<file path="config.mk">
export PLATFORM = sky130hd
export DESIGN_NAME = rle_block_sequencer
export DESIGN_NICKNAME = d
export VERILOG_FILES = /design/src/rtl/jpeg_pkg.sv /design/src/rtl/vli_encoder.sv /design/src/rtl/rle_block_sequencer.sv
export SDC_FILE = /design/constraint.sdc
export NUM_CORES = 1
export LEC_CHECK = 0
export ABC_AREA = 1
export CORE_UTILIZATION = 35
export DETAILED_ROUTE_END_ITERATION = 10
export MAX_ROUTING_LAYER = met4
export SLEW_MARGIN = 10
export SYNTH_ARGS = -nofsm -noshare
export SYNTH_HDL_FRONTEND = slang
export SYNTH_SLANG_ARGS = --single-unit
export TNS_END_PERCENT = 100
</file>
<file path="constraint.sdc">
create_clock -name clk -period 4 [get_ports clk]
set_clock_uncertainty 0.1 [all_clocks]
set_input_delay 0.8 -clock clk [delete_from_list [all_inputs] [get_ports clk]]
set_output_delay 0.8 -clock clk [all_outputs]
set_load 0.01 [all_outputs]
</file>
<file path="src/rtl/jpeg_pkg.sv">
// Shared types and constants for the JPEG entropy-coding sequencer slice.
package jpeg_pkg;

  localparam logic [3:0]  ZRL_RUN     = 4'd15;
  localparam logic [3:0]  EOB_RUN     = 4'd0;
  localparam int unsigned MAX_AC_SIZE = 10;

  typedef enum logic [2:0] {
    ACCEPT,
    EMIT_ZRL,
    EMIT_SYM,
    EMIT_EOB,
    FLUSH
  } seq_state_t;

endpackage

</file>
<file path="src/rtl/vli_encoder.sv">
// Variable-length-integer split of a signed AC coefficient into its JPEG
// magnitude category and ones-complement value bits.
module vli_encoder
  import jpeg_pkg::*;
#(
  parameter int unsigned COEF_W = 11
) (
  input  logic [COEF_W-1:0]      coef,
  output logic [3:0]             size,
  output logic [MAX_AC_SIZE-1:0] val
);

  localparam logic [COEF_W-1:0] MOST_NEG = {1'b1, {(COEF_W-1){1'b0}}};
  localparam logic [COEF_W-1:0] ONE      = COEF_W'(1);

  logic [COEF_W-1:0] clamped;
  logic [COEF_W-1:0] mag;
  logic [COEF_W-1:0] raw;

  // Clamp the most-negative code, then derive category and value bits.
  always_comb begin
    clamped = coef;
    if (coef == MOST_NEG) clamped = coef + ONE;
    mag  = clamped[COEF_W-1] ? (~clamped + ONE) : clamped;
    raw  = clamped[COEF_W-1] ? (clamped - ONE) : clamped;
    size = '0;
    for (int unsigned i = 0; i < MAX_AC_SIZE; i++) begin
      if (mag[i]) size = 4'(i + 1);
    end
    val = '0;
    for (int unsigned i = 0; i < MAX_AC_SIZE; i++) begin
      val[i] = raw[i] && (4'(i) < size);
    end
  end

endmodule

</file>
<file path="src/rtl/rle_block_sequencer.sv">
// Per-block JPEG entropy sequencer: accepts 64 zigzag coefficients, run-length
// codes the AC zeros and hands DC/AC/ZRL/EOB symbols to the Huffman coder.
module rle_block_sequencer
  import jpeg_pkg::*;
#(
  parameter int unsigned COEF_W    = 11,
  parameter int unsigned BLOCK_LEN = 64
) (
  input  logic              clk,
  input  logic              rst,
  input  logic              coef_ena,
  output logic              coef_rdy,
  input  logic [COEF_W-1:0] coef,
  input  logic              last_block,
  output logic              ena_out,
  input  logic              rdy_in,
  output logic              dc,
  output logic [COEF_W-1:0] in_dc,
  output logic [3:0]        run,
  output logic [3:0]        size,
  output logic [9:0]        in,
  output logic              flush,
  output logic              block_done
);

  localparam int unsigned    IDX_W    = $clog2(BLOCK_LEN);
  localparam logic [IDX_W-1:0] IDX_LAST = IDX_W'(BLOCK_LEN - 1);
  localparam logic [IDX_W-1:0] IDX_ONE  = IDX_W'(1);
  localparam logic [IDX_W-1:0] ZRL_SPAN = IDX_W'(16);

  seq_state_t       state;
  logic [IDX_W-1:0] idx;
  logic [IDX_W-1:0] zrun;
  logic [IDX_W-1:0] zrun_after_zrl;
  logic             last_flag;
  logic [3:0]       hold_size;
  logic [9:0]       hold_val;
  logic [3:0]       vli_size;
  logic [9:0]       vli_val;
  logic             xfer;

  vli_encoder #(.COEF_W(COEF_W)) u_vli (
    .coef (coef),
    .size (vli_size),
    .val  (vli_val)
  );

  // Handshake qualifiers; flush is the coder-side transfer out of FLUSH.
  always_comb begin
    xfer           = ena_out && rdy_in;
    coef_rdy       = (state == ACCEPT);
    flush          = (state == FLUSH) && rdy_in;
    zrun_after_zrl = zrun - ZRL_SPAN;
  end

  // Sequencer FSM with index/run counters and registered symbol fields.
  // idx has already wrapped to 0 when the symbol came from the last index,
  // which is how EMIT_SYM recognises the end of a block.
  always_ff @(posedge clk) begin
    if (rst) begin
      state      <= ACCEPT;
      idx        <= '0;
      zrun       <= '0;
      last_flag  <= 1'b0;
      hold_size  <= '0;
      hold_val   <= '0;
      ena_out    <= 1'b0;
      block_done <= 1'b0;
      dc         <= 1'b0;
      in_dc      <= '0;
      run        <= '0;
      size       <= '0;
      in         <= '0;
    end else begin
      block_done <= 1'b0;
      case (state)
        ACCEPT: begin
          if (coef_ena) begin
            idx <= idx + IDX_ONE;
            if (idx == '0) begin
              in_dc     <= coef;
              dc        <= 1'b1;
              run       <= '0;
              size      <= '0;
              in        <= '0;
              zrun      <= '0;
              last_flag <= last_block;
              ena_out   <= 1'b1;
              state     <= EMIT_SYM;
            end else if (coef == '0) begin
              if (idx == IDX_LAST) begin
                dc      <= 1'b0;
                run     <= EOB_RUN;
                size    <= '0;
                in      <= '0;
                zrun    <= '0;
                ena_out <= 1'b1;
                state   <= EMIT_EOB;
              end else begin
                zrun <= zrun + IDX_ONE;
              end
            end else begin
              hold_size <= vli_size;
              hold_val  <= vli_val;
              dc        <= 1'b0;
              ena_out   <= 1'b1;
              if (zrun >= ZRL_SPAN) begin
                run   <= ZRL_RUN;
                size  <= '0;
                in    <= '0;
                state <= EMIT_ZRL;
              end else begin
                run   <= zrun[3:0];
                size  <= vli_size;
                in    <= vli_val;
                state <= EMIT_SYM;
              end
            end
          end
        end
        EMIT_ZRL: begin
          if (xfer) begin
            zrun <= zrun_after_zrl;
            if (zrun_after_zrl < ZRL_SPAN) begin
              run   <= zrun_after_zrl[3:0];
              size  <= hold_size;
              in    <= hold_val;
              state <= EMIT_SYM;
            end
          end
        end
        EMIT_SYM: begin
          if (xfer) begin
            zrun    <= '0;
            ena_out <= 1'b0;
            if (idx == '0) begin
              block_done <= 1'b1;
              state      <= last_flag ? FLUSH : ACCEPT;
            end else begin
              state <= ACCEPT;
            end
          end
        end
        EMIT_EOB: begin
          if (xfer) begin
            ena_out    <= 1'b0;
            block_done <= 1'b1;
            state      <= last_flag ? FLUSH : ACCEPT;
          end
        end
        FLUSH: begin
          if (rdy_in) begin
            last_flag <= 1'b0;
            state     <= ACCEPT;
          end
        end
        default: state <= ACCEPT;
      endcase
    end
  end

endmodule
</file>
; Yosys cells after proc, flatten, opt, wreduce, memory -nomap -nowiden
; Cells that the tools add are included.
[word_totals]
wordCells = 153
register_bits = 62
[classes]
reduce_logical = 29
bitwise = 3
mux = 73
add_sub_neg = 6
n_eq_ne = 17
magnitude_cmp = 12
[ops]
columns = cell, count
row1 = 10-bit two-way mux, 9
row2 = 4-bit two-way mux, 16
row3 = 3-bit two-way mux, 15
row4 = 6-bit two-way mux, 6
row5 = 10-bit one-hot mux with 2 select lines, 1
row6 = 6-bit one-hot mux with 3 select lines, 1
row7 = 3-bit by 4-bit < comparator with 1-bit output (first input constant), 4
row8 = 4-bit one-hot mux with 2 select lines, 2
row9 = 1-bit two-way mux, 15
row10 = 3-bit one-hot mux with 5 select lines, 1
row11 = 6-bit by 1-bit adder with 6-bit output (second input constant), 2
row12 = 1-bit logical AND, 12
row13 = 2-bit != test (second input constant), 6
row14 = 4-bit AND reduction, 3
row15 = 11-bit by 1-bit adder with 11-bit output (second input constant), 1
row16 = 11-bit equality test (second input constant), 1
row17 = 11-bit zero test, 1
row18 = 11-bit two-way mux, 1
row19 = 10-bit by 1-bit adder with 10-bit output (second input constant), 1
row20 = 10-bit NOT, 1
row21 = 5-bit AND reduction, 2
row22 = 10-bit by 1-bit subtractor with 10-bit output (second input constant), 1
row23 = 1-bit by 4-bit < comparator with 1-bit output (first input constant), 2
row24 = 2-bit by 4-bit < comparator with 1-bit output (first input constant), 2
row25 = other kinds (22), 34

; Longest topological paths before layout
[logic_depth]
ltp_word = 22
ltp_mapped = 23

; Cells and area by module
; Synthesis repeated with hierarchy kept, for this count alone.
[unflattened]
hier_cells = 640
hier_area_um2 = 4057.6
[modules_own_cells]
columns = module, area_per_inst_um2, cells_each, seq_area_each_um2, instances
row1 = rle_block_sequencer, 3165.5, 477, 1241.2, 1
row2 = vli_encoder, 892.1, 163, 0.0, 1

; Worst setup path before layout
; Ideal clock, no wire load.
[synth_timing]
kind = input port to flip-flop
startpoint = input coef[0]
endpoint = register in[0]
required_ns = 3.781
setup_ns = 0.119
setup_slack_ns = 1.195
arrival_ns = 2.586
path_buffers = 0
stages = 19
path_cell_list = inv_1 ha_1 nand2_2 nor2_8 nand3b_1 nand2_1 nand2_4 nor2_4 nand2_1 nand3_1 nand2_2 a21oi_4 nand2_2 inv_4 nand2_4 nor2_2 nand3_2 nand3_1 a21oi_1
[synth_via]
elab_chain_len = 22
[synth_rtl]
columns = item, line
row1 = start: declaration, rle_block_sequencer.sv:13  ; input logic [COEF_W-1:0] coef,
row2 = 11-bit by 1-bit adder with 11-bit output / 11-bit equality test (equally long branches), vli_encoder.sv:23  ; if (coef == MOST_NEG) clamped = coef + ONE;
row3 = 11-bit two-way mux, vli_encoder.sv:23
row4 = 10-bit NOT, vli_encoder.sv:24  ; mag = clamped[COEF_W-1] ? (~clamped + ONE) : clamped;
row5 = 10-bit by 1-bit adder with 10-bit output, vli_encoder.sv:24
row6 = 10-bit two-way mux, vli_encoder.sv:24
row7 = 1-bit two-way mux, vli_encoder.sv:28  ; if (mag[i]) size = 4'(i + 1);
row8 = 2-bit two-way mux (2 in series), vli_encoder.sv:28
row9 = 3-bit two-way mux (4 in series), vli_encoder.sv:28
row10 = 4-bit two-way mux (3 in series), vli_encoder.sv:28
row11 = 1-bit by 4-bit < comparator with 1-bit output, vli_encoder.sv:32  ; val[i] = raw[i] && (4'(i) < size);
row12 = 1-bit logical AND, vli_encoder.sv:32
row13 = 10-bit two-way mux, rle_block_sequencer.sv:107  ; if (zrun >= ZRL_SPAN) begin
row14 = 10-bit two-way mux, rle_block_sequencer.sv:90  ; end else if (coef == '0) begin
row15 = 10-bit two-way mux, rle_block_sequencer.sv:80  ; if (idx == '0) begin
row16 = 10-bit two-way mux, rle_block_sequencer.sv:78  ; if (coef_ena) begin
row17 = 10-bit one-hot mux with 2 select lines, rle_block_sequencer.sv:76  ; case (state)
row18 = end signal: assignment, rle_block_sequencer.sv:115  ; in <= vli_val;
row19 = end signal: assignment, rle_block_sequencer.sv:127  ; in <= hold_val;
row20 = end: declaration, rle_block_sequencer.sv:21  ; output logic [9:0] in,
; Parallel ways exist; a longest one is shown, timed or not. The select of a mux whose other input is x is not followed.
; A chain may end at the register's enable or synchronous reset.

; Final worst setup path
[layout_timing]
startpoint = input coef[0]
endpoint = register in[1]
; Same word-level chain as after synthesis.

==> results.cfg <==
[worst_setup_path]
crit_top_cell = nand2_1
critPathBufInv = 3
slowest_delay_ps = 510
crit_chain = clkdlybuf4s50_1 -> inv_1 -> ha_1 -> nand2_2 -> nor2_8 -> nand3b_1 -> nand2_1 -> nand2_4 -> nor2_4 -> nand3_1 -> nand2_1 -> nand2_1 -> a21oi_4 -> nand2_2 -> inv_4 -> nand2_4 -> nor2_2 -> nor2_1 -> nand2_1 -> a21oi_1
startpoint = coef[0]
worst-setup-path-type = in -> reg
r2r_start = state[0]
start_kind = input pin
critPathRequiredTime_ps = 4120
cp_slowest_cell = clkdlybuf4s50_1
crit_family = simple AND/OR/NAND/NOR gates
arrival_ps = 3450
end_kind = flop
ff2ff_path_depth = 9
rrSetupSlack_ps = 1240
r2r-end = in[1]
crit_fanout = 8

[floorplanning]
die_area_um2 = 10340
dieWidth_um = 101.7
num_io_pins = 50
initial_core_util = 0.3592
fp.dieH_um = 101.7
fp.coreArea_um2 = 9684
row_count = 36

[pwr]
peakVddDrop_v = 0.0001841
power_density_nw_per_um2 = 537.5
p_leak_nw = 1.883

[route]
post_drt_wl_per_cell_um = 12.74
drt-total-wl_um = 8996
num_vias = 3544
drt-pass1-iter-count = 4
drt_iter0_markers = 158
ant_nets = 0
drc = 0
via_per_inst = 5.020

[cells_and_area]
nFillCells = 1033
area_delta_synth_final_pct = 25.14
layout.nets = 591
diodes = 0
layout-drive-gt1-share = 0.1169

[clock_tree]
htree_num_levels = 3
path_clk_slew_ps = 70
cts_buffer_depth = 2
tritoncts = built
cts_resized = 0
clock_latency_ps = 330
cts_buffers = 9
cts_sinks = 62
cts_hold_buf = 0
post-cts-setup-buffers = 0
root_buffer = clkbuf_8

[worst_hold_path]
whs_path_depth = 2
min-delay-path-class = reg -> reg
min-delay-start = in_dc[9]
hold_end = in_dc[9]

[yosys]
yosysSeqAreaShare = 0.3568
syn_area_um2 = 3478
synth.most_common_cell = nand2_1
synth_edf_count = 0
yosys_warnings = 0
avgSynthCellArea_um2 = 6.741
synth_cell_types = 38
synth_largest_area_cell = dfxtp_1
syn_nets = 539
synth.area.top_cells = dfxtp_1, a21oi_1, nand2_1, o21ai_0, inv_1
synth_seq_cells = 62
ys.flop_type = dfxtp_1
synthCells = 516
synthTopCellsByCount = nand2_1, a21oi_1, inv_1
synth_async_sr_flop_share = 0
yosys.area.top_type_share = 0.3568

[grt]
overflow = 0
gr-usage-all-layers = 0.1951
antenna_found_initial = 0
grt_pass1_wl_um = 15450
grt_max_degree = 41
grt_pass1_vias = 3358

[sta]
setup_viol = 0
slew_violations = 0
rsz0062_at_grt = no
finalWorstSetupSlack_ps = 666.3
tns_ps = 0
max_freq_mhz = 300.0
slew_headroom = 0.4749
tightest_slew_ps = 785.5
hold_viol_final = 0
finalCritPeriodShare = 0.8334
period_needed_ps = 3334

[outcome]
status = completed

[placed_design]
dpl.hpwl_um = 6747
dp_slack_ps = 375.1
port_buffers = 49
place.gp.congestion = 0.9681

[run]
drv_cap = 0
[registers in the layout (all words and copies together), names as in the netlist]
register / cells
in_dc: 11
hold_val: 10
in: 10
idx: 6
zrun: 6
hold_size: 4
run: 4
size: 4
state: 3
block_done: 1
dc: 1
ena_out: 1
last_flag: 1
[cell families after synthesis]
logic type               synth area share
flip-flops                         0.3568
adder cells (fa/ha/maj)           0.02518
XOR/XNOR                         0.007555
buffers and inverters             0.09820
AO/OA/AOI/OAI                      0.2209
AND/OR/NAND/NOR                    0.2914
[area by class of cell]
class	instances	area [um2]	share of cell area
sequential	62	1241	0.2851
clock buffer	12	165.2	0.03794
inverter	72	272.8	0.06266
multi-input combinational	365	1896	0.4355
clock inverter	4	53.80	0.01236
tap	133	166.4	0.03823
timing repair buffer	58	558.0	0.1282
[worst max-delay path by stage]
stage / end / slack, ps / cells past startpoint
2_1_floorplan: in[0] / 1200 / 19
3_3_place_gp: in[0] / 470 / 21
3_5_place_dp: in[1] / 380 / 21
4_1_cts: in[1] / 720 / 21
5_1_grt: hold_val[1] / 400 / 20
6_report: in[1] / 670 / 20
[power by group]
part / internal (mW) / total (mW) / leakage (nW) / switching, mW
sequential: 0.766 / 0.855 / 0.509 / 0.0884
combinational: 0.380 / 0.896 / 1.27 / 0.516
clock: 0.340 / 0.589 / 0.105 / 0.249
total: 1.49 / 2.34 / 1.88 / 0.853
[tightest hold or removal path, delay by kind of cell, from the launching register on]
kind	cells	cell delay (ps)
flip-flops	1	310
buffers and inverters	1	50
AO/OA/AOI/OAI	1	50
[per-stage QoR]
stage | hold WS [ps] | total power, mW | util | instance area, um2 | instances
2_1_floorplan | 357.1 | 1.389 | - | 3478 | 516
3_3_place_gp | 336.6 | 1.749 | 0.4269 | 4134 | 690
3_5_place_dp | 338.8 | 1.762 | 0.4269 | 4134 | 690
4_1_cts | 351.0 | 2.361 | 0.4495 | 4353 | 706
5_1_grt | 375.3 | 2.518 | 0.4495 | 4353 | 706
6_report | 348.2 | 2.340 | 0.4495 | 4353 | 706
[routing by layer]
layer	vias to the layer above	track usage	routed length, um
met5	-	-	0
met4	0	0.06132	107
met3	10	0.03589	322
met2	81	0.3191	4286
met1	1649	0.2423	4280
li1	1804	-	-
[cells in the final DEF, fill, tap and decap left out, types with 4 or more instances in the layout]
cell / n
nand2_1: 84
a21oi_1: 67
inv_1: 65
dfxtp_1: 62
o21ai_0: 57
clkdlybuf4s50_1: 49
nor2_1: 45
nand3_1: 36
clkbuf_8: 12
nand2_2: 10
nor3_1: 9
buf_4: 9
nor2_2: 7
ha_1: 7
inv_2: 6
a211oi_1: 6
nand4_1: 4
(Power assumes the default switching activity.)
==> edit: new RTL, same flow settings <==
Re-encode `seq_state_t` (5 states) as one-hot, 5 bits wide.
--- a/src/rtl/jpeg_pkg.sv
+++ b/src/rtl/jpeg_pkg.sv
@@ -6,10 +6,10 @@
   localparam int unsigned MAX_AC_SIZE = 10;
 
-  typedef enum logic [2:0] {
-    ACCEPT,
-    EMIT_ZRL,
-    EMIT_SYM,
-    EMIT_EOB,
-    FLUSH
+  typedef enum logic [4:0] {
+    ACCEPT   = 5'b00001,
+    EMIT_ZRL = 5'b00010,
+    EMIT_SYM = 5'b00100,
+    EMIT_EOB = 5'b01000,
+    FLUSH    = 5'b10000
   } seq_state_t;
 
Function: no difference found for any inputs over 4 cycles, from zero or initial values and one cycle with rst high; so few cycles prove little.
==> edit against the original RTL <==
- setup slack better by 150 ps
- sequential cell count is 2 higher
- routed wire length is 1.1% lower
- maximum frequency is 4.9% higher
- area after synthesis is 1.7% higher
- core utilization is 0.085 points higher
- critical path depth is 1 lower
- cell area is 1.1% higher
- total power is 26% higher
- critical path type unchanged
==> edit: results (changes against the original RTL) <==
metric	value	unit	change
final_cells	707		+0.14%
register_area	1281	sq um	+3.2%
dpl_cell_area	4204	sq um	+1.7%
ir_drop	0.2365	mV	+28%
grt_pass1_wl	15.08	mm	-2.4%
layout.nets	592		+0.17%
synthTopCellsByCount	nand2_1, a21oi_1, dfxtp_1		
synth_fp_nets	538		-0.19%
slowest_delay	530	ps	+20 ps
clockNetworkAreaShare	4.491	%	-0.54 points
fin_util	45.03	%	+0.085 points
pre_cts_ws	484.2	ps	+109.1 ps
synth.area.top_cells	dfxtp_1, a21oi_1, nand2_1		
n_fill_cell	1057		+2.3%
ys_seq_area_share	36.23	%	+0.55 points
reg2reg_depth	12		+3
worstPathArrival	3300	ps	-150 ps
status	complete, no violations		
grt_max_degree	28		-32%
drive_gt1_share	12.02	%	+0.33 points
signal_buffers	60		+3.4%
synth-xor-area-share	1.238	%	+0.48 points
globalplace.congestion	0.8783		-9.3%
grt_pass1_vias	3391		+0.98%
seq_cell_count	64		+3.2%
period_minus_slack	3179	ps	-154.4 ps
grtUsageTotal	18.84	%	-0.67 points
## edit: changes by cell type after synthesis, sizes merged, moves of 4 or more
cell	before	now
nor4	2	6
a21oi	70	82
o21ai	59	49
nand2	97	107
nor2	56	46
inv	72	68
## edit: how the worst min path moves through the flow
stage,slack [ps],end
2_1_floorplan,340,last_flag$_SDFFE_PP0P_
3_5_place_dp,360,run[0]$_SDFFE_PP0P_
3_3_place_gp,350,last_flag$_SDFFE_PP0P_
4_1_cts,370,hold_size[3]$_SDFFE_PP0P_
5_1_grt,390,run[0]$_SDFFE_PP0P_
6_report,370,run[3]$_SDFFE_PP0P_
## edit: routing by layer
metal  vias up  global-route usage, %  routed length [microns]
met5         -                      -                        0
met4         0                  8.132                      212
met3        17                  3.593                      292
met2        73                  31.08                     4159
met1      1625                  22.33                     4228
li1       1817                      -                        -
